$ cat src/rtl/mem_port_arbiter.sv
// mem_port_arbiter: shares one single-ported synchronous data memory between
// the CPU data port (port 0) and the loader/debug port (port 1).
// One transaction at a time: accept (IDLE) -> drive memory (ISSUE) ->
// respond (WAIT), giving one access every three cycles.
// Build option: define ARB_FIXED_PRIO_EN to make port 0 win every tie;
// by default ties are resolved round-robin against the last grant.
`timescale 1ns/1ps

module mem_port_arbiter #(
  parameter int unsigned ADDR_W = 32,
  parameter int unsigned DATA_W = 32
) (
  input  logic              clk,
  input  logic              reset,
  input  logic              req0_valid,
  input  logic              req0_we,
  input  logic [ADDR_W-1:0] req0_addr,
  input  logic [DATA_W-1:0] req0_wdata,
  input  logic              req1_valid,
  input  logic              req1_we,
  input  logic [ADDR_W-1:0] req1_addr,
  input  logic [DATA_W-1:0] req1_wdata,
  output logic              req0_ready,
  output logic              req1_ready,
  output logic              rsp0_valid,
  output logic              rsp1_valid,
  output logic [DATA_W-1:0] rsp_rdata,
  output logic              mem_en,
  output logic              mem_we,
  output logic [ADDR_W-1:0] mem_addr,
  output logic [DATA_W-1:0] mem_wdata,
  input  logic [DATA_W-1:0] mem_rdata
);

  localparam int unsigned ST_W = 2;
  localparam int unsigned OFS_W = 2;

  localparam logic [ST_W-1:0] S_IDLE  = 2'd0;
  localparam logic [ST_W-1:0] S_ISSUE = 2'd1;
  localparam logic [ST_W-1:0] S_WAIT  = 2'd2;

  logic [ST_W-1:0]   state;
  logic [ST_W-1:0]   state_nxt;

  // Latched transaction, captured at acceptance.
  logic              issue_port;
  logic              issue_we;
  logic [ADDR_W-1:0] issue_addr;
  logic [DATA_W-1:0] issue_wdata;

  logic              grant1;
  logic              accept;
  logic              sel_we;
  logic [ADDR_W-1:0] sel_addr;
  logic [ADDR_W-1:0] sel_addr_aligned;
  logic [DATA_W-1:0] sel_wdata;

`ifdef ARB_FIXED_PRIO_EN
  // Fixed priority: port 1 only wins when port 0 is idle.
  always_comb begin
    grant1 = req1_valid & ~req0_valid;
  end
`else
  logic last_grant;

  // Round-robin: on a tie, the port that did not win last time is granted.
  always_comb begin
    grant1 = req1_valid & (~req0_valid | ~last_grant);
  end

  // Remember the winner of each acceptance; reset favours port 0 next.
  always_ff @(posedge clk or negedge reset) begin
    if (!reset) begin
      last_grant <= 1'b1;
    end else if (accept) begin
      last_grant <= grant1;
    end
  end
`endif

  // Select the payload of the port currently holding the grant.
  always_comb begin
    sel_we           = grant1 ? req1_we    : req0_we;
    sel_addr         = grant1 ? req1_addr  : req0_addr;
    sel_wdata        = grant1 ? req1_wdata : req0_wdata;
    sel_addr_aligned = {sel_addr[ADDR_W-1:OFS_W], OFS_W'(0)};
  end

  // State register.
  always_ff @(posedge clk or negedge reset) begin
    if (!reset) begin
      state <= S_IDLE;
    end else begin
      state <= state_nxt;
    end
  end

  // Capture the accepted request; byte offset is dropped so accesses stay word-aligned.
  always_ff @(posedge clk or negedge reset) begin
    if (!reset) begin
      issue_port  <= 1'b0;
      issue_we    <= 1'b0;
      issue_addr  <= '0;
      issue_wdata <= '0;
    end else if (accept) begin
      issue_port  <= grant1;
      issue_we    <= sel_we;
      issue_addr  <= sel_addr_aligned;
      issue_wdata <= sel_wdata;
    end
  end

  // Next-state and output decode; every output idles at zero outside its state.
  always_comb begin
    state_nxt  = state;
    req0_ready = 1'b0;
    req1_ready = 1'b0;
    accept     = 1'b0;
    mem_en     = 1'b0;
    mem_we     = 1'b0;
    mem_addr   = '0;
    mem_wdata  = '0;
    rsp0_valid = 1'b0;
    rsp1_valid = 1'b0;
    rsp_rdata  = '0;
    case (state)
      S_IDLE: begin
        if (reset) begin
          req0_ready = req0_valid & ~grant1;
          req1_ready = grant1;
          accept     = req0_valid | req1_valid;
        end
        if (accept) begin
          state_nxt = S_ISSUE;
        end
      end
      S_ISSUE: begin
        mem_en    = 1'b1;
        mem_we    = issue_we;
        mem_addr  = issue_addr;
        mem_wdata = issue_wdata;
        state_nxt = S_WAIT;
      end
      S_WAIT: begin
        rsp0_valid = ~issue_port;
        rsp1_valid = issue_port;
        if (!issue_we) begin
          rsp_rdata = mem_rdata;
        end
        state_nxt = S_IDLE;
      end
      default: begin
        state_nxt = S_IDLE;
      end
    endcase
  end

endmodule

$ cat config.mk
export PLATFORM = sky130hd
export DESIGN_NAME = mem_port_arbiter
export DESIGN_NICKNAME = d
export VERILOG_FILES = /design/src/rtl/mem_port_arbiter.sv
export SDC_FILE = /design/constraint.sdc
export NUM_CORES = 1
export LEC_CHECK = 0
export CAP_MARGIN = 20
export CORE_ASPECT_RATIO = 0.6
export CORE_UTILIZATION = 38
export CTS_BUF_LIST = sky130_fd_sc_hd__clkbuf_4
export DETAILED_ROUTE_END_ITERATION = 10
export PLACE_DENSITY = 0.84
export SYNTH_ARGS = -nofsm -noshare
export SYNTH_HDL_FRONTEND = slang
export SYNTH_SLANG_ARGS = --single-unit
$ cat constraint.sdc
create_clock -name clk -period 1.5 [get_ports clk]
set_input_delay 0.375 -clock clk [delete_from_list [all_inputs] [get_ports clk]]
set_output_delay 0.375 -clock clk [all_outputs]
set_load 0.03 [all_outputs]
==> impl_metrics.yaml, run 1 <==
worst_setup_path:
  critPathMaxStageDelay_ns: 0.47
  cp-startpoint: "state[1]"
  critPathLaunchType: "register"
  required_ns: 1.12
  endpoint_kind: "primary output"
  path_class: "reg2out"
  arrival_ns: 1.66
  crit_fanout: 15
  critPathMostFrequentCell: "buf_6"
  r2r_start: "state[1]"
  path_cells: "nor2b_4, buf_6, buf_12, and2_1, buf_6"
  cp_slowest_cell: "dfrtp_2"
drt:
  met1Wirelength_um: 6978
  avgViaCountPerCell: 5.395
  met3WireLength_um: 1319
  top_layer: "met4"
  vias: 4246
  routed_wl_um: 17050
  antenna_left: 0
  drt_first_pass_iters: 4
  drtIter0Drc: 186
  wire_per_inst_um: 21.66
  drc_errors: 0
  dr_wl_met2_um: 8499
yosys:
  ys_seq_area_frac: 0.4031
  yosysMostFrequentCell: "and2_1"
  avgSynthCellArea_um2: 11.79
  synthCells: 353
  netlist_area_um2: 4163
  synth_top_area_share: 0.3968
  synthFlopType: "dfrtp_1"
  synth_area_leader_cell: "dfrtp_1"
  ys_ff_latch: 67
  ys_top_cells_by_count: "and2_1, dfrtp_1, o32ai_1"
  yosysUniqueCellTypes: 23
  synth_area_leaders: "dfrtp_1, a2bb2oi_2, and2_1"
  synth_warnings: 0
  synth-edff-count: 0
  async_reset_ff_frac: 1.000
global_routing:
  grt_max_degree: 35
  track_usage: 0.2868
  grt_overflow_total: 0
  grt_pass1_wl_um: 24550
  grt_pass1_vias: 4384
  antenna_found_initial: 0
clock_network:
  cts_made_buffers: 9
  cts-root-buf: "clkbuf_4"
  clk_path_buf_depth: 2
  numClockSinks: 67
  clk_pin_slew_ns: 0.11
  htree_levels: 3
  insertion_delay_ns: 0.41
  cts_tree: "done"
finish:
  num_antenna_cells: 0
  final_net_count: 809
  areaGrowthSynthToFinish_pct: 97.99
  drive_gt1_frac: 0.5324
sta:
  fin_crit_sh: 1.356
  hold-worst-slack_ns: 0.1001
  relSlewSlack: 0.6165
  rsz0062_at_grt: "true"
  finClkSkew_ns: 0.007622
  hold_viol: 0
  final.setup.tns_ns: -66.06
  drv_slew: 0
  max_freq_ghz: 0.4915
  setup_viol: 165
  setup_ws_ns: -0.5347
  tightest_slew_ns: 0.5735
  period_needed_ns: 2.035
pwr:
  p_sw_mw: 2.932
  p_sw_frac: 0.3430
  internal_power_mw: 5.616
  leakagePower_nw: 3.366
  power.share.clock: 0.175
  ir_worst_vdd_mv: 0.6063
  power.density_nw_per_um2: 1037
  combinationalPowerShare: 0.507
  seqPwrFrac: 0.318
placed_design:
  port_buffers: 261
  dpl.hpwl_um: 10350
  gp_congestion: 0.8335
die:
  start_util: 0.3929
  core-area_um2: 10600
  io_pins: 268
  die_x_um: 137.1
  die_y_um: 83.07
  num_rows: 29
  dieArea_um2: 11390
run:
  maxCapViolCount: 0
hold_path:
  hold_class: "in2async"
status:
  violations: "setup timing"
  status: "finished with violations"
-- per-layer routing --
layer | global-route usage | up-vias
met5 | 0 | -
met4 | 0.06893 | 0
met3 | 0.08364 | 18
met2 | 0.4830 | 183
met1 | 0.3594 | 2103
li1 | - | 1942
-- state kept, by name, indices dropped and copies added (netlist names) --
register / flops
issue_wdata: 32
issue_addr: 30
state: 2
issue_port: 1
issue_we: 1
last_grant: 1
-- metrics by stage --
stage / worst slack [ns] / cells / instance area [um^2] / power (mW) / util
floorplan: -0.1773 / 354 / 4466 / 5.076 / -
global placement: -0.4226 / 737 / 7020 / 6.236 / 0.6626
detailed placement: -0.4620 / 737 / 7020 / 6.365 / 0.6626
CTS: -0.5431 / 769 / 7918 / 8.321 / 0.7473
global route: -0.6246 / 787 / 8242 / 8.914 / 0.7779
finish: -0.5347 / 787 / 8242 / 8.549 / 0.7779
-- critical path, delay by kind of cell, from the launching register on --
kind	cells	cell delay, ns
buf+inv	3	0.44
flops	1	0.47
simple gates	2	0.33
-- cell type report --
type | count | area [um^2]
Inverter | 2 | 7.507
Tap cell | 139 | 173.9
Sequential cell | 67 | 1680
Multi-Input combinational cell | 239 | 2504
Timing Repair Buffer | 324 | 3702
Clock inverter | 7 | 106.4
Clock buffer | 9 | 67.56
Fill cell | 628 | 2354
-- kinds of logic (layout without fill, tap and decap cells) --
group | after synthesis | count (layout) | synth area share
simple gates | 106 | 106 | 0.1623
flops | 67 | 67 | 0.4031
other cells | 1 | 2 | 0.0009008
compound gates | 131 | 131 | 0.3622
buf+inv | 48 | 342 | 0.07153
-- power by group through the flow --
stage	Clock, mW	Combinational, mW	Sequential, mW
global placement	0	3.55	2.69
CTS	1.53	4.10	2.69
global route	1.60	4.53	2.78
floorplan	0	2.44	2.64
detailed placement	0	3.64	2.73
finish	1.50	4.34	2.72
-- layout by cell type, fill, tap and decap left out, types with 2 or more instances in the layout --
cell,instances
and2_2,5
nor2b_4,2
clkdlybuf4s50_1,160
nor2_4,3
bufinv_16,3
a2bb2oi_1,2
buf_6,109
a2bb2oi_2,61
dfrtp_2,2
o32ai_1,63
and2_4,89
buf_16,9
dfrtp_1,64
nor3b_4,2
buf_12,13
clkbuf_4,9
clkinv_1,3
clkbuf_16,6
conb_1,2
dlygate4sd3_1,2
a21oi_1,2
buf_4,24
-- worst paths after layout --
| check | end | slack, ns | depth (start not counted) |
|---|---|---|---|
| max in group asynchronous | state[1] | 0.65 | 3 |
| min in group clk | issue_wdata[29] | 0.54 | 1 |
| setup reg to reg | issue_wdata[21] | -0.37 | 8 |
| hold / removal | issue_addr[27] | 0.10 | 3 |
| setup / recovery | mem_we | -0.53 | 5 |
| hold reg to reg | issue_wdata[29] | 0.54 | 1 |
-- timing repair --
action	CTS	global route
endpoints found under the hold margin	8	0
setup buffers	6	12
endpoints found under the setup margin	165	166
hold buffers	2	0
cloned	8	7
pin swaps	15	19
resized for setup	117	23
Power figures use the tool's default switching activity.
==> run 2, diff against run 1 <==
--- a/config.mk
+++ b/config.mk
@@ -9,8 +9,10 @@
 export CORE_ASPECT_RATIO = 0.6
 export CORE_UTILIZATION = 38
 export CTS_BUF_LIST = sky130_fd_sc_hd__clkbuf_4
+export CTS_CLUSTER_SIZE = 12
 export DETAILED_ROUTE_END_ITERATION = 10
-export PLACE_DENSITY = 0.84
+export PLACE_DENSITY = 0.81
+export SKIP_LAST_GASP = 1
 export SYNTH_ARGS = -nofsm -noshare
 export SYNTH_HDL_FRONTEND = slang
 export SYNTH_SLANG_ARGS = --single-unit
==> run 2 against run 1 <==
The flow still finishes with violations (setup timing). First-iteration DRC count decreased by 17%. Maximum frequency increased by 0.36%. Critical endpoint is now mem_wdata[17]. Highest routed layer unchanged. Critical path depth unchanged. Worst setup slack improved by 0.0072 ns. Critical path type unchanged. Largest power group unchanged. Largest cell class unchanged. Die area unchanged.
==> impl_metrics.yaml, run 2 (synthesis results as in run 1) <==
status:
  status: "finished with violations"
  violations: "setup timing"
pwr:
  leakagePower_nw: 3.318
  power.share.clock: 0.182
  ir_worst_vdd_mv: 0.5779
  seqPwrFrac: 0.321
  p_sw_frac: 0.3381
  combinationalPowerShare: 0.497
  power.density_nw_per_um2: 1051
  internal_power_mw: 5.591
  p_total_mw: 8.447
  p_sw_mw: 2.856
die:
  core-area_um2: 10600
  dieArea_um2: 11390
  die_x_um: 137.1
  io_pins: 268
  start_util: 0.3929
  num_rows: 29
  die_y_um: 83.07
finish:
  largest_reg_flops: 32
  areaGrowthSynthToFinish_pct: 93.03
  reg_top3: "issue_wdata (32), issue_addr (30), state (2)"
  final_area_um2: 8035
  drive_gt1_frac: 0.5288
  multi_input_area_um2: 2484
  num_antenna_cells: 0
  post-route-util: 0.7584
  final_common_cell: "clkdlybuf4s50_1"
  regArea_um2: 1680
  nFillCells: 694
  top_register: "issue_wdata"
  final_cell_mix: "clkdlybuf4s50_1, and2_4, buf_4, dfrtp_1, o32ai_1"
  final_net_count: 804
clock_network:
  cts-root-buf: "clkbuf_4"
  insertion_delay_ns: 0.43
  cts_tree: "done"
  numClockSinks: 67
  htree_levels: 3
  clk_pin_slew_ns: 0.11
  clk_path_buf_depth: 2
  cts_made_buffers: 9
worst_setup_path:
  crit-reg2reg-capture: "issue_wdata[8]"
  critPathMaxStageDelay_ns: 0.47
  crit_fanout: 11
  required_ns: 1.12
  critPathLaunchType: "register"
  ff2ff_setup_slack_ns: -0.26
  arrival_ns: 1.65
  endpoint_kind: "primary output"
  cp-startpoint: "state[1]"
  cp_slowest_cell: "dfrtp_2"
  r2r_start: "state[1]"
  critPathMostFrequentCell: "buf_12"
  path_class: "reg2out"
  path_cells: "nor2b_4, buf_12, buf_12, and2_4, buf_4"
  reg2regPathDepth: 9
global_routing:
  grt_pass1_wl_um: 23410
  antenna_found_initial: 0
  grt_pass1_vias: 4199
  track_usage: 0.2745
  grt_max_degree: 48
  grt_overflow_total: 0
drt:
  vias: 4149
  drc_errors: 0
  avgViaCountPerCell: 5.306
  antenna_left: 0
  routed_wl_um: 15930
  drt_first_pass_iters: 4
  drtIter0Drc: 154
  wire_per_inst_um: 20.37
hold_path:
  hold_class: "in2async"
placed_design:
  gp_congestion: 0.8431
  dpl.hpwl_um: 10280
  preCtsSetupSlack_ns: -0.4461
  port_buffers: 261
  placed_cell_area_um2: 7056
sta:
  period_needed_ns: 2.028
  setup_ws_ns: -0.5275
  max_freq_ghz: 0.4932
  hold_viol: 0
  setup_viol: 165
  drv_slew: 0
  fin_crit_sh: 1.352
  finClkSkew_ns: 0.01349
  relSlewSlack: 0.5745
  rsz0062_at_grt: "true"
  tightest_slew_ns: 0.6383
run:
  maxCapViolCount: 0
run 2: cell types whose count changed in the layout (fill, tap and decap cells not counted), moves of 2 or more:
cell,change
and2_1,+2
and2_2,+6
and2_4,-8
buf_12,+6
buf_4,+46
buf_6,-55
clkbuf_16,-3
clkinv_1,-2
run 2: worst max path at each step:
stage,end,slack (ns)
2_1_floorplan,req1_ready,-0.18
3_3_place_gp,issue_wdata[16],-0.42
3_5_place_dp,issue_wdata[20],-0.45
6_report,mem_wdata[17],-0.53
4_1_cts,mem_wdata[17],-0.57
5_1_grt,req0_ready,-0.63
run 2: repair_timing:
action | 4_1_cts | 5_1_grt
gates cloned | 11 | 4
pin swaps | 5 | 10
hold endpoints to repair | 20 | 0
gates resized for setup | 55 | 22
hold buffers | 1 | 0
setup endpoints to repair | 163 | 166
setup buffers | 15 | 3
run 2: power by group through the flow:
| stage | logic (mW) | registers [mW] | clock network (mW) |
|---|---|---|---|
| after global placement | 3.58 | 2.69 | 0 |
| after CTS | 4.09 | 2.70 | 1.57 |
| after global routing | 4.40 | 2.77 | 1.66 |
| final | 4.20 | 2.71 | 1.54 |
| after detailed placement | 3.64 | 2.74 | 0 |
| after floorplan | 2.44 | 2.64 | 0 |
run 2: layer usage:
metal / routed length (um) / global-route usage
met1: 6900 / 0.3599
met2: 7698 / 0.4500
met3: 1171 / 0.07448
met4: 155 / 0.06094
met5: 0 / 0
run 2: metrics by stage:
step | instances | hold WS, ns | TNS, ns
floorplan | 354 | 0.07941 | -0.3022
global placement | 735 | 0.4035 | -25.48
detailed placement | 735 | 0.4072 | -26.59
CTS | 777 | 0.1757 | -64.14
global route | 782 | 0.1870 | -77.77
finish | 782 | 0.1709 | -61.46
run 2: layout make-up:
cell class | instances | area share
clock buffer | 10 | 0.009343
clock inverter | 6 | 0.01292
sequential | 67 | 0.2091
timing repair buffer | 319 | 0.4369
multi-input combinational | 239 | 0.3091
tap | 139 | 0.02164
inverter | 2 | 0.0009343
run 2: worst max-delay path, delay by kind of cell (launching register included):
kind	cells	cell delay (ns)
buffers and inverters	3	0.46
DFF	1	0.47
and+or+nand+nor	2	0.29
